--- config.mk ---
export PLATFORM = sky130hd
export DESIGN_NAME = peripheral_bridge_ahb3_apb4
export DESIGN_NICKNAME = d
export VERILOG_FILES = /design/src/rtl/peripheral_bridge_ahb3_apb4.sv
export SDC_FILE = /design/constraint.sdc
export NUM_CORES = 1
export LEC_CHECK = 0
export BUFFER_PORTS_ARGS = -buffer_cell sky130_fd_sc_hd__buf_2
export CELL_PAD_IN_SITES_DETAIL_PLACEMENT = 1
export CELL_PAD_IN_SITES_GLOBAL_PLACEMENT = 2
export CORE_ASPECT_RATIO = 0.5
export CORE_MARGIN = 1.5
export CORE_UTILIZATION = 12
export CTS_CLUSTER_DIAMETER = 100
export DETAILED_ROUTE_END_ITERATION = 6
export PLACE_DENSITY = 0.9
export SYNTH_ARGS = -nofsm -noshare
export SYNTH_HDL_FRONTEND = slang
export SYNTH_SLANG_ARGS = --single-unit
--- constraint.sdc ---
create_clock -name HCLK -period 3.35 [get_ports HCLK]
set_clock_uncertainty 0.2 [all_clocks]
set_input_delay 0.5025 -clock HCLK [delete_from_list [all_inputs] [get_ports HCLK]]
set_output_delay 0.5025 -clock HCLK [all_outputs]
set_load 0.05 [all_outputs]
--- src/rtl/peripheral_bridge_ahb3_apb4.sv ---
// peripheral_bridge_ahb3_apb4
//   AHB3-Lite slave to APB4 master bridge with 32-bit data and a single clock.
//   Each accepted AHB transfer becomes one APB SETUP + ACCESS sequence.
//   Illegal transfers (bad size or misaligned) get a two-cycle AHB ERROR
//   response and never reach the APB side.
//
// Ports
//   HCLK, HRESET          clock, synchronous active-high reset
//   HSEL..HREADY          AHB slave inputs (HBURST/HPROT/HMASTLOCK ignored)
//   HRDATA, HREADYOUT,    AHB slave outputs
//   HRESP
//   PSEL..PWDATA          APB master outputs
//   PRDATA, PREADY,       APB completer responses
//   PSLVERR
//   dbg_state             current FSM state, for observation only
//
// Handshake: an AHB address phase is accepted when HSEL & HREADY & HTRANS[1]
// is seen in IDLE, ERR2, or the cycle an APB access completes without error.
// An APB access completes on the first ACCESS cycle with PREADY=1; while
// PREADY=0 every P* output holds its value.
module peripheral_bridge_ahb3_apb4 #(
  parameter int HADDR_SIZE = 32,
  parameter int PADDR_SIZE = 4
) (
  input  logic                  HCLK,
  input  logic                  HRESET,
  input  logic                  HSEL,
  input  logic [HADDR_SIZE-1:0] HADDR,
  input  logic [31:0]           HWDATA,
  output logic [31:0]           HRDATA,
  input  logic                  HWRITE,
  input  logic [2:0]            HSIZE,
  input  logic [2:0]            HBURST,
  input  logic [3:0]            HPROT,
  input  logic [1:0]            HTRANS,
  input  logic                  HMASTLOCK,
  input  logic                  HREADY,
  output logic                  HREADYOUT,
  output logic                  HRESP,
  output logic                  PSEL,
  output logic                  PENABLE,
  output logic [PADDR_SIZE-1:0] PADDR,
  output logic                  PWRITE,
  output logic [3:0]            PSTRB,
  output logic [31:0]           PWDATA,
  input  logic [31:0]           PRDATA,
  input  logic                  PREADY,
  input  logic                  PSLVERR,
  output logic [2:0]            dbg_state
);

  typedef enum logic [2:0] {
    S_IDLE   = 3'd0,
    S_SETUP  = 3'd1,
    S_ACCESS = 3'd2,
    S_ERR1   = 3'd3,
    S_ERR2   = 3'd4
  } state_t;

  state_t state;

  logic       sample;
  logic       illegal;
  logic       apb_done;
  logic       take;
  logic [3:0] strb_calc;

  // Bits of the AHB address above the register index, plus the sideband
  // inputs, carry no meaning for this bridge.
  logic unused_inputs;
  assign unused_inputs = ^{HBURST, HPROT, HMASTLOCK, HADDR[HADDR_SIZE-1:PADDR_SIZE+2]};

  assign sample   = HSEL & HREADY & HTRANS[1];
  assign illegal  = (HSIZE > 3'd2)
                  | ((HSIZE == 3'd1) & HADDR[0])
                  | ((HSIZE == 3'd2) & (HADDR[1:0] != 2'b00));
  assign apb_done = (state == S_ACCESS) & PREADY & ~PSLVERR;
  assign take     = sample & ((state == S_IDLE) | (state == S_ERR2) | apb_done);

  always_comb begin
    strb_calc = 4'b0000;
    if (HWRITE) begin
      case (HSIZE)
        3'd0:    strb_calc = 4'b0001 << HADDR[1:0];
        3'd1:    strb_calc = 4'b0011 << HADDR[1:0];
        default: strb_calc = 4'b1111;
      endcase
    end
  end

  always_ff @(posedge HCLK) begin
    if (HRESET) begin
      state   <= S_IDLE;
      PSEL    <= 1'b0;
      PENABLE <= 1'b0;
      PADDR   <= '0;
      PWRITE  <= 1'b0;
      PSTRB   <= 4'b0000;
    end else begin
      case (state)
        S_SETUP: begin
          state   <= S_ACCESS;
          PENABLE <= 1'b1;
        end
        S_ACCESS: begin
          if (PREADY) begin
            PSEL    <= 1'b0;
            PENABLE <= 1'b0;
            state   <= PSLVERR ? S_ERR1 : S_IDLE;
          end
        end
        S_ERR1:  state <= S_ERR2;
        default: state <= S_IDLE;
      endcase

      // A newly accepted transfer overrides the default moves above.
      if (take) begin
        if (illegal) begin
          state   <= S_ERR1;
          PSEL    <= 1'b0;
          PENABLE <= 1'b0;
        end else begin
          state   <= S_SETUP;
          PSEL    <= 1'b1;
          PENABLE <= 1'b0;
          PADDR   <= HADDR[PADDR_SIZE+1:2];
          PWRITE  <= HWRITE;
          PSTRB   <= strb_calc;
        end
      end
    end
  end

  always_comb begin
    HREADYOUT = 1'b1;
    HRESP     = 1'b0;
    case (state)
      S_SETUP:  HREADYOUT = 1'b0;
      S_ACCESS: HREADYOUT = PREADY & ~PSLVERR;
      S_ERR1: begin
        HREADYOUT = 1'b0;
        HRESP     = 1'b1;
      end
      S_ERR2:   HRESP = 1'b1;
      default: ;
    endcase
  end

  // AHB keeps HWDATA stable through wait states, so a direct path is enough.
  assign PWDATA    = HWDATA;
  assign HRDATA    = (state == S_ACCESS) ? PRDATA : 32'h0;
  assign dbg_state = state;

endmodule

# Yosys cells after proc, flatten, opt, wreduce, memory -nomap -nowiden
# Index checks and enable logic that the tools add are counted.
# totals
ff_bits	14
input_bits	116
output_inout_bits	80
wordCells	58
# op_classes
order_cmp	1
n_eq_ne	8
shift	2
n_mux	15
n_bitwise	14
n_reduce_logical	12
# ops
op	count
two-way mux 32 bit	1
== test 3 x 2 -> 1 bit, second input constant	3
case mux 3 bit (3 select lines)	1
AND 1 bit	8
case mux 4 bit (2 select lines)	1
nonzero test 2 bit	4
== test 3 x 1 -> 1 bit, second input constant	2
logical NOT 3 bit	2
two-way mux 3 bit	2
AND reduction 2 bit	3
OR reduction 2 bit	3
two-way mux 1 bit	5
two-way mux 2 bit	2
two-way mux 4 bit	1
OR 1 bit	4
case mux 1 bit (2 select lines)	2
<< shifter 1 x 2 -> 4 bit, first input constant	1
<< shifter 2 x 2 -> 4 bit, first input constant	1
== test 3 bit, second input constant	1
greater-than comparator 3 x 2 -> 1 bit, second input constant	1
inequality test 3 bit, second input constant	1
inequality test 2 bit, second input constant	1
inverter 1 bit	2

# Depth between registers and ports, before layout
# Gate-level depths: netlist (run 1).
# depth
word_depth	7
depth_mapped	5
mapped_depth_nobuf	4

# Worst setup path after synthesis (run 1)
# OpenSTA, ideal clock, no wires.
# synth_timing
path_type	reg2out
startpoint	register state[1], in the netlist dbg_state[1]
endpoint	output port HRDATA[10]
arrival_ps	1936
t_required_ps	2647
slack_ps	711
stages_incl_launch_ff	4
path_buffers	1
cell_sequence	dfxtp_1 > nor3b_1 > clkbuf_1 > and2_1
# synth_between
elab_chain_len	2
# synth_lines
element	line	source
from (decl)	60	state_t state;
from (signal assigned)	109	state <= PSLVERR ? S_ERR1 : S_IDLE;
== test 3 x 2 -> 1 bit	151	assign HRDATA = (state == S_ACCESS) ? PRDATA : 32'h0;
two-way mux 32 bit	151	
to (decl)	30	output logic [31:0] HRDATA,
# Every way passes these cells.

# Worst setup path in the final report (run 1)
# layout_timing
startpoint	register state[1], in the netlist dbg_state[1]
endpoint	output port HRDATA[12]
# Same word-level chain as after synthesis.

==> results of run 1 <==
## worst max-delay path: stages, from the launching register on
cell	delay, ns
sky130_fd_sc_hd__dfxtp_1	0.49
sky130_fd_sc_hd__nor3b_2	0.30
sky130_fd_sc_hd__buf_4	0.30
sky130_fd_sc_hd__and2_1	0.16
sky130_fd_sc_hd__buf_2	0.26
## per-stage QoR
step                      cells  hold slack [ns]  setup slack, ns
after detailed placement    343           0.2679            1.123
final                       347           0.2733           0.8840
after floorplan             150           0.4581           0.7111
after CTS                   347           0.2768           0.8538
after global placement      343           0.2609            1.149
after global routing        347           0.3095           0.7533
## logic make-up after synthesis
logic type / count (synthesis) / share of synthesized area
buffers and inverters: 39 / 0.2275
and+or+nand+nor: 71 / 0.3619
DFF: 14 / 0.2316
muxes: 10 / 0.09617
AOI/OAI and AO/OA: 16 / 0.08273
## Yosys cell counts (all sizes together), types with 2 or more instances
cell,instances,area [um2]
buf,33,251.5
and2,32,200.2
nand2b,15,96.34
dfxtp,14,280.3
a21oi,9,56.31
clkbuf,6,23.77
mux2i,6,60.06
nand2,5,18.77
nor2b,5,31.28
mux2,4,56.30
nor2,4,15.01
o21ai,3,15.01
nand3b,2,15.01
o21bai,2,15.01
## routing by layer
| layer | share of wire | up-vias | GRT usage |
|---|---|---|---|
| li1 | - | 573 | - |
| met1 | 0.45 | 522 | 0.08278 |
| met2 | 0.51 | 13 | 0.1010 |
| met3 | 0.029 | 5 | 0.009816 |
| met4 | 0.016 | 0 | 0.03207 |
| met5 | 0 | - | 0 |
## power by group
group / switching (mW) / total (mW) / internal, mW
clock network: 0.0693 / 0.250 / 0.181
logic: 0.115 / 0.172 / 0.0576
registers: 0.00475 / 0.175 / 0.170
## area by class of cell
class / instances / area share
multi-input cells: 97 / 0.3912
flip-flops and latches: 14 / 0.1663
well taps: 135 / 0.1002
repair buffers: 97 / 0.2895
clock buffers: 4 / 0.05271
## flip-flops by register name, summed over array words and instances, names as in the netlist
name / count
PWRITE: 1
PSTRB: 4
PSEL: 1
PENABLE: 1
PADDR: 4
dbg_state: 3
## how the worst min path moves through the flow
stage | slack (ns) | from | to | cells past startpoint
final | 0.27 | PADDR[3]$_SDFFE_PP0P_ | PADDR[3]$_SDFFE_PP0P_ | 2
after global routing | 0.31 | PADDR[0]$_SDFFE_PP0P_ | PADDR[0]$_SDFFE_PP0P_ | 2
after CTS | 0.28 | PADDR[2]$_SDFFE_PP0P_ | PADDR[2]$_SDFFE_PP0P_ | 2
after detailed placement | 0.27 | PADDR[2]$_SDFFE_PP0P_ | PADDR[2]$_SDFFE_PP0P_ | 2
after global placement | 0.26 | PADDR[3]$_SDFFE_PP0P_ | PADDR[3]$_SDFFE_PP0P_ | 2
after floorplan | 0.46 | HADDR[2] | PADDR[0]$_SDFFE_PP0P_ | 2
==> summary.md, run 1 <==
• run status: complete, no violations
• Post-synth ARST share: 0
• root buffer cell: sky130_fd_sc_hd__clkbuf_16
• Fill cells: 1,179
• area of the placeable core: 9603 um2
• total die area: 10,730 um2
• Pins Over Slew Limit: 0
• initial detailed-routing violation count: 25
• fraction of final layout cells sized beyond drive strength 1: 0.5189
• WP data required: 2.65 ns
• first-pass GRT wire length: 5306 um
• Post-Route Setup TNS: 0 ns
• number of flip-flops and latches in the synthesized netlist: 14
• total area of sequential cells: 280.3 um2
• maximum frequency from static timing analysis: 0.4055 GHz
• startpoint of the worst register-to-register path: dbg_state[2]$_SDFFE_PP0P_
• iteration count of the initial detailed-routing pass: 4
• Post-Route Utilization: 0.1755
• Crit Path Class: reg2out
• insertion delay to the later sink of the worst-skew pair: 0.24 ns
• maximum number of pins on one net before global-route repair: 33
• final instance area: 1685 um2
• number of vias per cell: 3.207
• share of the cycle needed by the critical path after routing: 0.7361
• mean post-synth cell area: 8.066 um2
• Slew @ Worst Pin: 0.4647 ns
• dominant register cell in the synthesized netlist: sky130_fd_sc_hd__dfxtp_1
• post-DR wirelength/cell: 10.70 um
• worst-case register-to-register setup slack: 1.34 ns
• Synth Warn #: 0
• unrepaired setup endpoints after global routing: no
• clock-pin slew on the worst setup and hold paths: 0.05 ns
• Detailed Route WL: 3713 um
• power density over the cells: 354.7 nW/um2
• Vias: 1,113
• overall track demand over capacity in global routing: 0.06255
• Worst Setup End Kind: output pin
• die height: 74 um
• number of nets in the synthesized netlist: 266
• destination of the critical timing path: HRDATA[12]
• part of the Yosys area used for sequential elements: 0.2316
• multi-input logic area: 659.4 um2
• CTS tree: done
• IO buf count: 96
• antenna cells: 0
• count of max-cap constraint violations: 0
• number of different library cells in the post-synthesis netlist: 29
• post-detailed-route DRC marker count: 0
• clock buffer count from CTS: 3
• Final Hold Viols: 0
• number of placement rows: 25
• post-synth design cell area: 1210 um2
• antenna violation net count after detailed routing: 0
• number of setup violations in the final report: 0
• placed standard-cell area: 1597 um2
• vias in the first global route: 1,012
• final HPWL from detailed placement: 3105 um
• die width: 145.0 um
• maximum fanout count along the critical path: 32
• initial antenna violation count: 0
• Startpoint Class: flop
• CP arrival: 1.76 ns
• Clock Tree Buf Depth: 2
• number of gates resized after CTS: 0
• post-layout total power: 0.5977 mW
• instance count of the mapped netlist: 150
• highest-count cells in the layout ignoring fill and taps: 96 x sky130_fd_sc_hd__buf_2, 32 x sky130_fd_sc_hd__and2_1, 14 x sky130_fd_sc_hd__dfxtp_1, 14 x sky130_fd_sc_hd__nand2b_1, 8 x sky130_fd_sc_hd__a21oi_1
• total congestion overflow after global routing: 0
• boundary pin count: 196
• normalized max-slew margin: 0.6895
• VDD IR-drop max: 0.1266 mV
• launch point of the critical path: dbg_state[1]$_SDFFE_PP0P_
• most common cell after layout, fill and taps aside: sky130_fd_sc_hd__buf_2
• number of enable flip-flop cells after synthesis: 0
• post-cts hold buffer count: 0
• Min-Delay Path Class: reg2reg
• number of cells on the worst reg-to-reg path: 4
• initial cell density of the core: 0.1260
• r2r endpoint: PADDR[1]$_SDFFE_PP0P_
• Final min period: 2.466 ns
• Post CTS Setup Buffer Count: 0
• clock sink count: 14
• Area growth syn-to-layout: 39.30%
• Final Wtd Congestion: 0.6646
• nets: 329
• leakage dissipation: 0.8761 nW
• CTS H-tree lvls: 1
(Power assumes the default switching activity.)
==> inputs of run 2 (changes only) <==
--- a/config.mk
+++ b/config.mk
@@ -5,15 +5,16 @@
 export SDC_FILE = /design/constraint.sdc
 export NUM_CORES = 1
 export LEC_CHECK = 0
+export ABC_AREA = 1
 export BUFFER_PORTS_ARGS = -buffer_cell sky130_fd_sc_hd__buf_2
 export CELL_PAD_IN_SITES_DETAIL_PLACEMENT = 1
 export CELL_PAD_IN_SITES_GLOBAL_PLACEMENT = 2
 export CORE_ASPECT_RATIO = 0.5
 export CORE_MARGIN = 1.5
-export CORE_UTILIZATION = 12
+export CORE_UTILIZATION = 10
 export CTS_CLUSTER_DIAMETER = 100
 export DETAILED_ROUTE_END_ITERATION = 6
-export PLACE_DENSITY = 0.9
+export PLACE_DENSITY = 0.84
 export SYNTH_ARGS = -nofsm -noshare
 export SYNTH_HDL_FRONTEND = slang
 export SYNTH_SLANG_ARGS = --single-unit
==> constraint.sdc (replaced) <==
create_clock -name HCLK -period 2.5 [get_ports HCLK]
set_clock_uncertainty 0.2 [all_clocks]
set_input_delay 0.375 -clock HCLK [delete_from_list [all_inputs] [get_ports HCLK]]
set_output_delay 0.375 -clock HCLK [all_outputs]
set_load 0.05 [all_outputs]
==> run 2 against run 1 <==
Non-clock buffer count did not move. Register-to-register slack got worse by 0.47 ns. Total power rose by 43%. Worst setup slack got worse by 0.40 ns. Critical path depth rose by 1. Worst hold slack got worse by 0.093 ns. Via count rose by 16%. Global-route usage fell by 0.71 points.
==> summary.md, run 2 <==
• fraction of final layout cells sized beyond drive strength 1: 0.4082, -0.1106
• pre-CTS WS: 0.6519 ns, -0.4714 ns
• die width: 158.6 um, +9.3%
• Final Hold Viols: 0, unchanged
• cell total after placement: 428, +25%
• power density over the cells: 492.3 nW/um2, +39%
• Synth Warn #: 0, unchanged
• post-detailed-route DRC marker count: 0, unchanged
• mean post-synth cell area: 5.960 um2, -26%
• top-area cell type share of the netlist area: 0.2316, unchanged
• Fill cells: 1,505, +28%
• destination of the critical timing path: HRDATA[24]
• boundary pin count: 196, unchanged
• overall track demand over capacity in global routing: 0.05545, -0.007105
• WP data required: 1.92 ns, -0.73 ns
• Clock Tree Buf Depth: 2, unchanged
• die height: 80.78 um, +9.2%
• Yosys top cell by area: sky130_fd_sc_hd__dfxtp_1
• number of setup violations in the final report: 0, unchanged
• post-layout total power: 0.8538 mW, +43%
• part of the Yosys area used for sequential elements: 0.2316, unchanged
• cell count of the worst hold path: 3, +1
• Global Route met3 Usage: 0.01227, +0.002457
• synth cell count leaders: 47 x sky130_fd_sc_hd__nor2_1, 46 x sky130_fd_sc_hd__inv_1, 32 x sky130_fd_sc_hd__buf_4
• Min-Delay Path Class: in2reg
• Startpoint Class: flop
• nets: 384, +17%
• run status: complete, no violations
• clock sink count: 14, unchanged
• IO buf count: 96, unchanged
• number of placement rows: 28, +12%
• normalized max-slew margin: 0.7849, +0.09539
• maximum frequency from static timing analysis: 0.4962 GHz
• final HPWL from detailed placement: 3253 um, +4.8%
• number of nets in the synthesized netlist: 319, +20%
• leakage dissipation: 1.037 nW, +18%
• Slew @ Worst Pin: 0.3226 ns, -0.1421 ns
• GR Util met2: 0.1044, +0.003357
• Post-Route Utilization: 0.1469, -0.02862
• grt peak-use layer: met2
• Final min period: 2.015 ns
• Crit Path Class: reg2out
• Post CTS Setup Buffer Count: 0, unchanged
• r2r endpoint: dbg_state[1]$_SDFFE_PP0P_
• number of different library cells in the post-synthesis netlist: 22, -24%
• CTS tree: done
• worst path bufs/invs: 3, +1
• highest-count cells in the layout ignoring fill and taps: 96 x sky130_fd_sc_hd__buf_2, 47 x sky130_fd_sc_hd__nor2_1, 46 x sky130_fd_sc_hd__inv_1
• area of the placeable core: 11,810 um2, +23%
• initial cell density of the core: 0.1025, -0.02351
• number of enable flip-flop cells after synthesis: 0, unchanged
• first-pass GRT wire length: 5658 um, +6.6%
• insertion delay to the later sink of the worst-skew pair: 0.24 ns, about the same
• Post-synth ARST share: 0, unchanged
• final non-filler cell total: 432, +24%
• dominant register cell in the synthesized netlist: sky130_fd_sc_hd__dfxtp_1
• number of cells on the worst reg-to-reg path: 8, +4
• share of the cycle needed by the critical path after routing: 0.8062
• total congestion overflow after global routing: 0, unchanged
• maximum number of pins on one net before global-route repair: 35, +6.1%
• CP arrival: 1.44 ns, -0.32 ns
• met1 Resource Use GR: 0.05901, -0.02377
• instance count of the mapped netlist: 203, +35%
• number of vias per cell: 2.991, -6.8%
• worst slack on hold paths: 0.1802 ns, -0.09308 ns
• Final Wtd Congestion: 0.6975, +5.0%
• vias in the first global route: 1,194, +18%
• clock-pin slew on the worst setup and hold paths: 0.05 ns, about the same
• iteration count of the initial detailed-routing pass: 4, unchanged
• total die area: 12,810 um2, +19%
• path length in cells of the critical path: 5, +1
• launch point of the critical path: dbg_state[2]$_SDFFE_PP0P_
• count of max-cap constraint violations: 0, unchanged
• root buffer cell: sky130_fd_sc_hd__clkbuf_16
• number of gates resized after CTS: 0, unchanged
• antenna cells: 0, unchanged
• VDD IR-drop max: 0.1606 mV, +27%
• slowest cell on the critical path: sky130_fd_sc_hd__dfxtp_1
• unrepaired setup endpoints after global routing: no
• startpoint of the worst register-to-register path: dbg_state[2]$_SDFFE_PP0P_
• Detailed Route WL: 3842 um, +3.5%
• initial antenna violation count: 1, +1
• largest incremental delay on the critical path: 0.32 ns, -0.17 ns
• post-DR wirelength/cell: 8.894 um, -17%
• worst setup slack after layout: 0.4846 ns, -0.3995 ns
• Area growth syn-to-layout: 43.33%
• top-count cell post-synth: sky130_fd_sc_hd__nor2_1
• number of flip-flops and latches in the synthesized netlist: 14, unchanged
• synth top area cells: sky130_fd_sc_hd__dfxtp_1 23%, sky130_fd_sc_hd__buf_4 20%, sky130_fd_sc_hd__nor2_1 15%, sky130_fd_sc_hd__inv_1 14%, sky130_fd_sc_hd__nand2_1 5.6%
• kind of cell with the highest combined delay on the critical path: buffers and inverters
• post-cts hold buffer count: 0, unchanged
• initial detailed-routing violation count: 22, -12%
• Worst Setup End Kind: output pin
• worst path cell trace: inv_1 -> nand3_4 -> buf_4 -> nor2_1 -> buf_2
• antenna violation net count after detailed routing: 0, unchanged
• placed standard-cell area: 1645 um2, +3.1%
• post-synth design cell area: 1210 um2, unchanged
• Pins Over Slew Limit: 0, unchanged
• maximum fanout count along the critical path: 34, +6.3%
• Vias: 1,292, +16%
• clock buffer count from CTS: 3, unchanged
• worst-case register-to-register setup slack: 0.87 ns, -0.47 ns
• CTS H-tree lvls: 1, unchanged
• most common cell after layout, fill and taps aside: sky130_fd_sc_hd__buf_2
• Post-Route Setup TNS: 0 ns, unchanged
• final instance area: 1734 um2, +2.9%
[run 2: changes by cell type after synthesis, moves of 3 or more]
cell,delta
sky130_fd_sc_hd__nand3_1,+8
sky130_fd_sc_hd__nor2_1,+43
sky130_fd_sc_hd__mux2i_1,-6
sky130_fd_sc_hd__nand4_1,+3
sky130_fd_sc_hd__mux2_4,-3
sky130_fd_sc_hd__and2_1,-32
sky130_fd_sc_hd__nor2b_1,-5
sky130_fd_sc_hd__nand2b_1,-14
sky130_fd_sc_hd__a21oi_1,+5
sky130_fd_sc_hd__nand2_1,+13
sky130_fd_sc_hd__inv_1,+46
[run 2: cells by family (layout without fill, tap and decap cells)]
logic type | Yosys count | count (layout) | synth area share
AND/OR/NAND/NOR | 85 | 85 | 0.3123
buffers and inverters | 83 | 147 | 0.3568
AO/OA/AOI/OAI | 21 | 21 | 0.09928
flip-flops | 14 | 14 | 0.2316
[run 2: cell type report]
type,instances,area (um2),area share
flip-flops and latches,14,280.3,0.1616
multi-input cells,106,498.0,0.2872
inverters,46,172.7,0.09957
repair buffers,97,488.0,0.2814
clock buffers,4,88.84,0.05123
well taps,165,206.4,0.1190
[run 2: worst reg2reg max path, cell delays in order, from the launching register on]
cell and delay, ns:
sky130_fd_sc_hd__dfxtp_1 0.35, sky130_fd_sc_hd__inv_1 0.10, sky130_fd_sc_hd__nand3_4 0.10, sky130_fd_sc_hd__buf_4 0.32
sky130_fd_sc_hd__inv_1 0.13, sky130_fd_sc_hd__a21oi_1 0.14, sky130_fd_sc_hd__nand3_1 0.09, sky130_fd_sc_hd__nand2_1 0.06
sky130_fd_sc_hd__inv_1 0.04
[run 2: worst min path at each step]
stage | startpoint | endpoint | slack, ns
floorplan | PREADY | dbg_state[0]$_SDFFE_PP0P_ | 0.34
global placement | PSTRB[2]$_SDFFE_PP0P_ | PSTRB[2]$_SDFFE_PP0P_ | 0.25
detailed placement | PSTRB[2]$_SDFFE_PP0P_ | PSTRB[2]$_SDFFE_PP0P_ | 0.25
CTS | HADDR[5] | PADDR[3]$_SDFFE_PP0P_ | 0.18
global route | HADDR[5] | PADDR[3]$_SDFFE_PP0P_ | 0.20
finish | HADDR[5] | PADDR[3]$_SDFFE_PP0P_ | 0.18
[run 2: where the power goes]
group	leakage [nW]	switching [mW]	internal, mW
clock network	0.0442	0.0966	0.243
logic	0.879	0.202	0.0771
registers	0.113	0.00494	0.230
total	1.04	0.304	0.550
[run 2: per-layer routing]
layer	share of wire	vias up
met3	0.043	5
met5	0	-
li1	-	697
met4	0.014	0
met1	0.38	580
met2	0.56	10
